===== src/rtl/mem_access_stage.sv =====
// MEM pipeline stage: EX/MEM latch, multi-cycle data-memory request/ack port,
// store lane steering, load extraction and a registered MEM/WB bundle.
// Upstream is stalled while an access is outstanding. An access that waits
// too long for its acknowledge is aborted.
module mem_access_stage #(
  parameter int TIMEOUT = 16  // cycles dmem_req_o may stay high without ack (2..255)
) (
  input  logic        clk_i,
  input  logic        rst_i,
  input  logic        valid_i,
  input  logic        mem_read_i,
  input  logic        mem_write_i,
  input  logic        reg_write_i,
  input  logic [2:0]  funct3_i,
  input  logic [4:0]  rd_i,
  input  logic [31:0] alu_result_i,
  input  logic [31:0] store_data_i,
  output logic        stall_o,
  output logic        dmem_req_o,
  output logic        dmem_we_o,
  output logic [31:0] dmem_addr_o,
  output logic [31:0] dmem_wdata_o,
  output logic [3:0]  dmem_be_o,
  input  logic        dmem_ack_i,
  input  logic [31:0] dmem_rdata_i,
  output logic        wb_valid_o,
  output logic        wb_reg_write_o,
  output logic [4:0]  wb_rd_o,
  output logic [31:0] wb_data_o,
  output logic        exc_misalign_o,
  output logic        exc_timeout_o
);

  typedef enum logic {
    S_IDLE,
    S_ACCESS
  } state_t;

  localparam logic [7:0] CNT_LAST = 8'(TIMEOUT - 1);

  // EX/MEM latch
  logic        ex_valid;
  logic        ex_mem_read;
  logic        ex_mem_write;
  logic        ex_reg_write;
  logic [2:0]  ex_funct3;
  logic [4:0]  ex_rd;
  logic [31:0] ex_alu;
  logic [31:0] ex_store_data;

  // FSM
  state_t      state;
  state_t      state_n;
  logic [7:0]  cnt;
  logic [7:0]  cnt_n;
  logic        req;
  logic        stall;
  logic        done;
  logic        timeout_hit;

  // Decode of the latched instruction
  logic        ex_mem_op;
  logic        ex_is_store;
  logic        size_byte;
  logic        size_half;
  logic        size_word;
  logic [1:0]  byte_off;
  logic        misaligned;
  logic        access_ok;

  // Datapath
  logic [3:0]  be_steer;
  logic [31:0] wdata_steer;
  logic [31:0] rdata_shift;
  logic [31:0] load_value;

  // Capture the EX results whenever the stage is not stalled; frozen otherwise.
  always_ff @(posedge clk_i or negedge rst_i) begin
    if (!rst_i) begin
      ex_valid      <= 1'b0;
      ex_mem_read   <= 1'b0;
      ex_mem_write  <= 1'b0;
      ex_reg_write  <= 1'b0;
      ex_funct3     <= '0;
      ex_rd         <= '0;
      ex_alu        <= '0;
      ex_store_data <= '0;
    end else if (!stall) begin
      // NOTE: state registers use non-blocking assignments so every flop samples
      // the pre-edge value of its sources, independent of statement order.
      ex_valid      <= valid_i;
      ex_mem_read   <= mem_read_i;
      ex_mem_write  <= mem_write_i;
      ex_reg_write  <= reg_write_i;
      ex_funct3     <= funct3_i;
      ex_rd         <= rd_i;
      ex_alu        <= alu_result_i;
      ex_store_data <= store_data_i;
    end
  end

  // A set write flag wins over a read flag; funct3 11x/x11 sizes decode as word.
  assign ex_mem_op   = ex_mem_read | ex_mem_write;
  assign ex_is_store = ex_mem_write;
  assign size_byte   = (ex_funct3[1:0] == 2'b00);
  assign size_half   = (ex_funct3[1:0] == 2'b01);
  assign size_word   = ~size_byte & ~size_half;
  assign byte_off    = ex_alu[1:0];
  assign misaligned  = (size_half & byte_off[0]) | (size_word & (byte_off != 2'b00));
  assign access_ok   = ex_valid & ex_mem_op & ~misaligned;

  // Store data replication and byte-enable generation from size and offset.
  always_comb begin
    // NOTE: every variable assigned in always_comb gets a default first, so no
    // path through the block can leave it unassigned and infer a latch.
    wdata_steer = ex_store_data;
    be_steer    = 4'b1111;
    if (size_byte) begin
      wdata_steer = {4{ex_store_data[7:0]}};
      be_steer    = 4'b0001 << byte_off;
    end else if (size_half) begin
      wdata_steer = {2{ex_store_data[15:0]}};
      be_steer    = 4'b0011 << byte_off;
    end
  end

  // Select the addressed byte/half of the read word and extend it.
  always_comb begin
    rdata_shift = dmem_rdata_i >> {byte_off, 3'b000};
    load_value  = dmem_rdata_i;
    if (size_byte) begin
      load_value = {{24{~ex_funct3[2] & rdata_shift[7]}}, rdata_shift[7:0]};
    end else if (size_half) begin
      load_value = {{16{~ex_funct3[2] & rdata_shift[15]}}, rdata_shift[15:0]};
    end
  end

  // FSM state and timeout counter registers.
  always_ff @(posedge clk_i or negedge rst_i) begin
    if (!rst_i) begin
      state <= S_IDLE;
      cnt   <= '0;
    end else begin
      state <= state_n;
      cnt   <= cnt_n;
    end
  end

  // Next-state, request and stall decode. The counter holds the number of
  // cycles the request has already been high before the current one.
  always_comb begin
    state_n     = state;
    cnt_n       = cnt;
    req         = 1'b0;
    stall       = 1'b0;
    done        = 1'b0;
    timeout_hit = 1'b0;
    case (state)
      S_IDLE: begin
        if (access_ok) begin
          req = 1'b1;
          if (dmem_ack_i) begin
            done = 1'b1;
          end else begin
            stall   = 1'b1;
            state_n = S_ACCESS;
            cnt_n   = 8'd1;
          end
        end
      end
      S_ACCESS: begin
        req = 1'b1;
        if (dmem_ack_i) begin
          done    = 1'b1;
          state_n = S_IDLE;
          cnt_n   = '0;
        end else if (cnt == CNT_LAST) begin
          timeout_hit = 1'b1;
          state_n     = S_IDLE;
          cnt_n       = '0;
        end else begin
          stall = 1'b1;
          cnt_n = cnt + 8'd1;
        end
      end
      default: begin
        state_n = S_IDLE;
        cnt_n   = '0;
      end
    endcase
  end

  // Memory port is combinational from the frozen latch, so it is stable for
  // the whole access and falls immediately when reset clears the latch.
  assign stall_o      = stall;
  assign dmem_req_o   = req;
  assign dmem_we_o    = req & ex_is_store;
  assign dmem_addr_o  = req ? {ex_alu[31:2], 2'b00} : 32'd0;
  assign dmem_wdata_o = (req & ex_is_store) ? wdata_steer : 32'd0;
  assign dmem_be_o    = req ? be_steer : 4'd0;

  // MEM/WB bundle: the latched instruction retires on any unstalled cycle.
  always_ff @(posedge clk_i or negedge rst_i) begin
    if (!rst_i) begin
      wb_valid_o     <= 1'b0;
      wb_reg_write_o <= 1'b0;
      wb_rd_o        <= '0;
      wb_data_o      <= '0;
      exc_misalign_o <= 1'b0;
      exc_timeout_o  <= 1'b0;
    end else begin
      wb_valid_o     <= 1'b0;
      wb_reg_write_o <= 1'b0;
      exc_misalign_o <= 1'b0;
      exc_timeout_o  <= 1'b0;
      if (!stall && ex_valid) begin
        if (!ex_mem_op) begin
          wb_valid_o     <= 1'b1;
          wb_reg_write_o <= ex_reg_write;
          wb_rd_o        <= ex_rd;
          wb_data_o      <= ex_alu;
        end else if (misaligned) begin
          exc_misalign_o <= 1'b1;
        end else if (done) begin
          wb_valid_o     <= 1'b1;
          wb_reg_write_o <= ex_reg_write & ~ex_is_store;
          wb_rd_o        <= ex_rd;
          wb_data_o      <= ex_is_store ? ex_alu : load_value;
        end else if (timeout_hit) begin
          exc_timeout_o  <= 1'b1;
        end
      end
    end
  end

endmodule


===== config.mk =====
export PLATFORM = sky130hd
export DESIGN_NAME = mem_access_stage
export DESIGN_NICKNAME = d
export VERILOG_FILES = /design/src/rtl/mem_access_stage.sv
export SDC_FILE = /design/constraint.sdc
export NUM_CORES = 1
export LEC_CHECK = 0
export CORE_MARGIN = 2
export CORE_UTILIZATION = 35
export DETAILED_ROUTE_END_ITERATION = 7
export DONT_BUFFER_PORTS = 1
export PLACE_DENSITY = 0.53
export SYNTH_ARGS = -nofsm -noshare
export SYNTH_HDL_FRONTEND = slang
export SYNTH_SLANG_ARGS = --single-unit

===== constraint.sdc =====
create_clock -name clk_i -period 5.5 [get_ports clk_i]
set_input_delay 1.375 -clock clk_i [delete_from_list [all_inputs] [get_ports clk_i]]
set_output_delay 1.375 -clock clk_i [all_outputs]
set_load 0.005 [all_outputs]

Word level (Yosys, flattened, before mapping)
Index checks and enable logic that the tools add are counted.

Input port bits: 111. Word-level logic and storage cells: 99. Bits in registers: 126. Output and inout bits: 112.

Bitwise logic cells: 17. $add $sub $neg: 1. Multiplexer cells: 50. Shift operators: 3. Reduce and logical (&&, ||, !) cells: 6. Eq/ne operators: 6.

Operators with widths (count): $mux W32 (10); $mux W8 (4); $shr A32 B5 Y16 (1); $mux W1 (26); $pmux W8 S2 (1); $mux W5 (3); $mux W4 (3); $and A1 B1 Y1 (9); $add A8 B1 Y8 const B (1); $eq A8 B4 Y1 const B (1); $ne A2 B2 Y1 const B (4); $not A1 Y1 (6); $pmux W1 S2 (3); $shl A1 B2 Y4 const A (1); $shl A2 B2 Y4 const A (1); $reduce_and A3 Y1 (1); $eq A2 B1 Y1 const B (1); $logic_not A2 Y1 (1); $or A1 B1 Y1 (2); $reduce_and A2 Y1 (1); $reduce_bool A2 Y1 (1); $logic_and A1 B1 Y1 (1); $logic_not A1 Y1 (1).

Logic depth before layout (Yosys ltp)
Word-level depth: 13. Gate-level depth with buffers: 12. Mapped depth without buffers: 8.

Worst setup path before layout
No wires, ideal clock.

Kind: reg2out. From: register ex_alu[1]. To: output port stall_o. Data arrival time: 2.143 ns. Cell stages (with the launch flop): 10. Required time: 4.125 ns. Path buffers: 3. Setup slack: 1.982 ns. Cell sequence: dfrtp_1 clkbuf_1 inv_1 ha_1 nor2b_4 o31a_1 or3_1 buf_4 clkinv_2 buf_2.

Longest elaborated chain between the ends: 7.

Ends and longest elaborated chain: start: declaration (line 48) `logic [31:0] ex_alu;`; start signal: assignment (line 97) `ex_alu <= alu_result_i;`; $reduce_bool A2 Y1 (line 109) `assign misaligned = (size_half & byte_off[0]) | (size_word & (byte_off != 2'b00));`; $and A1 B1 Y1 (line 109); $or A1 B1 Y1 (line 109); $not A1 Y1 (line 110) `assign access_ok = ex_valid & ex_mem_op & ~misaligned;`; $and A1 B1 Y1 (line 110); $mux W1 (line 160) `if (access_ok) begin`; $pmux W1 S2 (line 158) `case (state)`; end: declaration (line 18) `output logic stall_o,`.

Every way passes these cells.

Worst setup path in the final report
From: register ex_alu[1]. To: output port dmem_wdata_o[31].

Longest elaborated chain between the ends: 9.

Ends and longest elaborated chain: $reduce_bool A2 Y1 (line 109); $and A1 B1 Y1 (line 109); $or A1 B1 Y1 (line 109); $not A1 Y1 (line 110); $and A1 B1 Y1 (line 110); $mux W1 (line 160); $pmux W1 S2 (line 158); $and A1 B1 Y1 (line 199) `assign dmem_wdata_o = (req & ex_is_store) ? wdata_steer : 32'd0;`; $mux W32 (line 199); end: declaration (line 22) `output logic [31:0] dmem_wdata_o,`.

Every way passes these cells.

==> impl_summary.md <==
Floorplanning
The number of I/O pins is 223. In this run the standard cell core region covers 0.0181 mm². Measured along the y axis, the die boundary spans 141 µm. The horizontal die dimension is 141 µm.

The total number of placement rows is 49. The starting density of the core is 0.360. The overall die area is 0.0198 mm².

Drt
In this run, the number of DRC markers left after iteration 0 of detailed routing was 354. The number of design rule violations left after detail routing is 0. The post-detailed-route wirelength per cell is 20.0 µm. In the routed layout, each cell is associated on average with a via count of 5.42.

After detailed routing, the total wire length is 20.1 mm. The total via count after detailed routing is 5,445. The antenna violation net count after detailed routing is 0.

For this run, the detailed router's first-pass iteration total came to 5.

Pwr
The peak supply drop is 255 µV. The share of total power dissipated in the clock network is 0.335. Power spread over the standard cell area amounts to 490 mW/mm². The internal cell power is 2.27 mW. The static leakage is 3.49 nW. Of the total power, combinational logic draws 0.254. Of the total power, registers draw 0.411. Of the total power, the share spent switching nets is 0.359. For this design the total switching power over the nets is 1.28 mW.

Synthesis
By instance count, the leading cell after synthesis is nand2_1. The most common flop cell mapped by yosys is dfrtp_1. The mux cell area share after synthesis is 0.0459. The simple logic cell fraction of the synthesized area is 0.278. By area the synthesized netlist is led by dfrtp_1 (48%), nand2_1 (16%), nor2_1 (3.8%). In the synthesized netlist, the number of instances is 790.

After synthesis, the most frequently instantiated cells are nand2_1 (284), dfrtp_1 (126), nor2_1 (66), a21oi_1 (43). The xor and xnor area share after synthesis is 0.00134. Synthesis inferred 126 register bits. The adder and majority cell fraction of the synthesized area is 0.00956. Counting flops with an async set or reset pin after synthesis yields a share of 1.00. In this run the cell area of the synthesized design comes to 0.00654 mm². The library cell with the largest summed area after synthesis is dfrtp_1. The mean cell area of the mapped netlist is 8.28 µm².

The post-synthesis compound-gate area fraction was 0.136. The fraction of synthesized cell area taken by the top area cell type is 0.482. After synthesis, the netlist uses 53 different library cells. The largest family of logic cells by synthesized area is simple AND/OR/NAND/NOR gates. Yosys mapped a number of flops with a built-in enable equal to 0. The fraction of the yosys area taken by sequential cells is 0.482. The total of warnings raised by yosys is 0.

Timing
Measured against its own limit, the worst slew margin works out to 0.418. Static timing analysis puts the maximum clock frequency at 0.220 GHz. The count of final max-slew check failures is 0.

For the pin with the worst max-slew slack, the measured transition is 0.872 ns. The worst clock skew on the final layout is 0.00818 ns. Setup violations remaining at the end of the flow were counted as 0. Dividing the final minimum period by the clock period gives 0.826. Setup total negative slack on the finished layout was measured at 0 ns.

Setup repair after global routing left no endpoint under its margin. The final hold violation count is 0. The worst path in the final design needs a cycle of 4.54 ns, including I/O delays and setup.

Setup path
In this run the worst path has a maximum fanout of 25. The category of the worst setup path capture point is a primary output. The highest cell delay on the worst timing path is 0.86 ns.

For this design, the slowest cell found on the critical path is dfrtp_1. The type of the worst setup path is flop to primary output. The critical path goes through inv_1 > ha_1 > nor2b_4 > o31a_1 > inv_1 > nand2_1 > nor2_1. STA puts the critical path data required time at 4.12 ns. The data arrival at the endpoint of the critical path is 3.17 ns. The most common cell type on the critical path is inv_1.

The worst setup path is launched from a flop.

Final layout
0 antenna diodes ended up in the layout. The share of layout cells above drive strength 1 is 0.0773. The signed area change from the synthesized netlist to the final layout is 10.7%. The layout net count is 879.

For this run, the number of standard cells in the final layout without fillers is 1,005. The core utilization of the finished layout is 0.399. The number of filler cells placed in the layout is 1,864.

Global routing
The number of global-route vias before repair was 5,348. The first global-routing pass estimated 31.2 mm of wire. The total congestion overflow is 0. The number of antenna violations at the first check in global routing came to 1. Entering global routing, the biggest net connects 127 pins.

The all-layer global routing usage is 0.205.

Clock network
The root buffer cell is clkbuf_16. TritonCTS built the clock tree. After clock tree synthesis, the repair step resized 0 gates. In this run, post-CTS hold repair placed 0 buffers. Clock latency on the worst-skew pair, taken at its later pin, is 0.41 ns.

Clock tree synthesis found a total of 126 sinks. Counting the buffers created by CTS gives 17. The H-tree was split into 4 levels. The total setup buffers inserted after CTS is 0. After clock tree synthesis, the clock-pin slew on the worst setup and hold paths is 0.06 ns. The longest clock path from root to sink contains 2 buffers.

Min path
The tightest min-delay check is of the flop to flop type.

Status
The flow ran to the end, and the final reports show no timing, DRC or antenna violations.

Placed design
The HPWL reported at the end of detailed placement is 14.1 mm. The instance count after placement with tap cells included is 973. The routability-driven placement congestion ratio is 0.849. Buffers placed on the I/O ports in this run total 0.

Run
The tool flagged a number of max-cap violations equal to 0.
## layer usage
layer,vias to the layer above,wire (µm),GRT usage
met3,20,1590,0.0649
met5,-,0,0
met4,0,349,0.0647
met2,205,9270,0.309
li1,2564,-,-
met1,2656,8940,0.282
## flip-flops by register name, summed over array words and instances, names as in the netlist
name / flops
cnt: 8
ex_alu: 32
ex_funct3: 3
ex_is_store: 1
ex_mem_read: 1
ex_rd: 5
ex_reg_write: 1
ex_store_data: 32
ex_valid: 1
exc_misalign_o: 1
exc_timeout_o: 1
state: 1
wb_data_o: 32
wb_rd_o: 5
wb_reg_write_o: 1
wb_valid_o: 1
## placed cells by master, fill, tap and decap left out, types with 12 or more instances in the layout
cell       count
nor2_1        66
o31ai_1       27
and2_1        32
a21oi_1       43
mux2i_1       21
dfrtp_1      125
nand2_1      284
and3_1        12
o21ai_0       27
clkbuf_16     17
## power groups by stage
stage | Clock (mW) | Sequential (mW) | Combinational (mW)
finish | 1.19 | 1.46 | 0.900
global route | 1.26 | 1.50 | 1.02
CTS | 1.22 | 1.46 | 0.913
detailed placement | 0 | 1.47 | 0.910
global placement | 0 | 1.47 | 0.886
floorplan | 0 | 1.34 | 0.763
## through the flow
step           hold slack [ns]  area [µm²]  worst slack, ns  power (mW)
4_1_cts                  0.471        7240            0.955        3.59
3_3_place_gp             0.447        6620             1.56        2.35
6_report                 0.466        7240            0.959        3.55
5_1_grt                  0.495        7240            0.633        3.78
3_5_place_dp             0.458        6620             1.40        2.38
2_1_floorplan            0.434        6550             1.98        2.11
## critical path, delay by kind of cell, from the launching register on
family	cells	cell delay, ns
compound gates	1	0.34
flops	1	0.86
buf+inv	2	0.40
simple gates	3	0.85
fa+ha+maj	1	0.31
## final timing paths
kind	startpoint	slack [ns]	cells after the start	endpoint
setup / recovery	ex_alu[1]	0.96	7	dmem_wdata_o[31]
hold / removal	ex_rd[3]	0.47	2	ex_rd[3]
setup reg to reg	ex_alu[1]	2.06	8	exc_misalign_o
hold reg to reg	ex_rd[3]	0.47	2	ex_rd[3]
max in group asynchronous	rst_i	4.67	0	ex_funct3[1]
min in group asynchronous	rst_i	0.65	0	ex_alu[27]
## area by class of cell
class	instances	area, µm²	share of cell area
Sequential cell	126	3150	0.436
Tap cell	229	287	0.0396
Clock buffer	18	429	0.0593
Clock inverter	14	191	0.0264
Inverter	8	31.3	0.00432
Timing Repair Buffer	8	60.1	0.00829
Multi-Input combinational cell	602	3090	0.427
## cell families (layout without fill, tap and decap cells)
group	count (synthesis)	in the layout
AO/OA/AOI/OAI	137	137
other	1	2
buffers and inverters	63	48
AND/OR/NAND/NOR	429	429
adder cells (fa/ha/maj)	5	5
XOR/XNOR	1	1
multiplexers	28	28
flip-flops	126	126
Power figures use the tool's default switching activity.
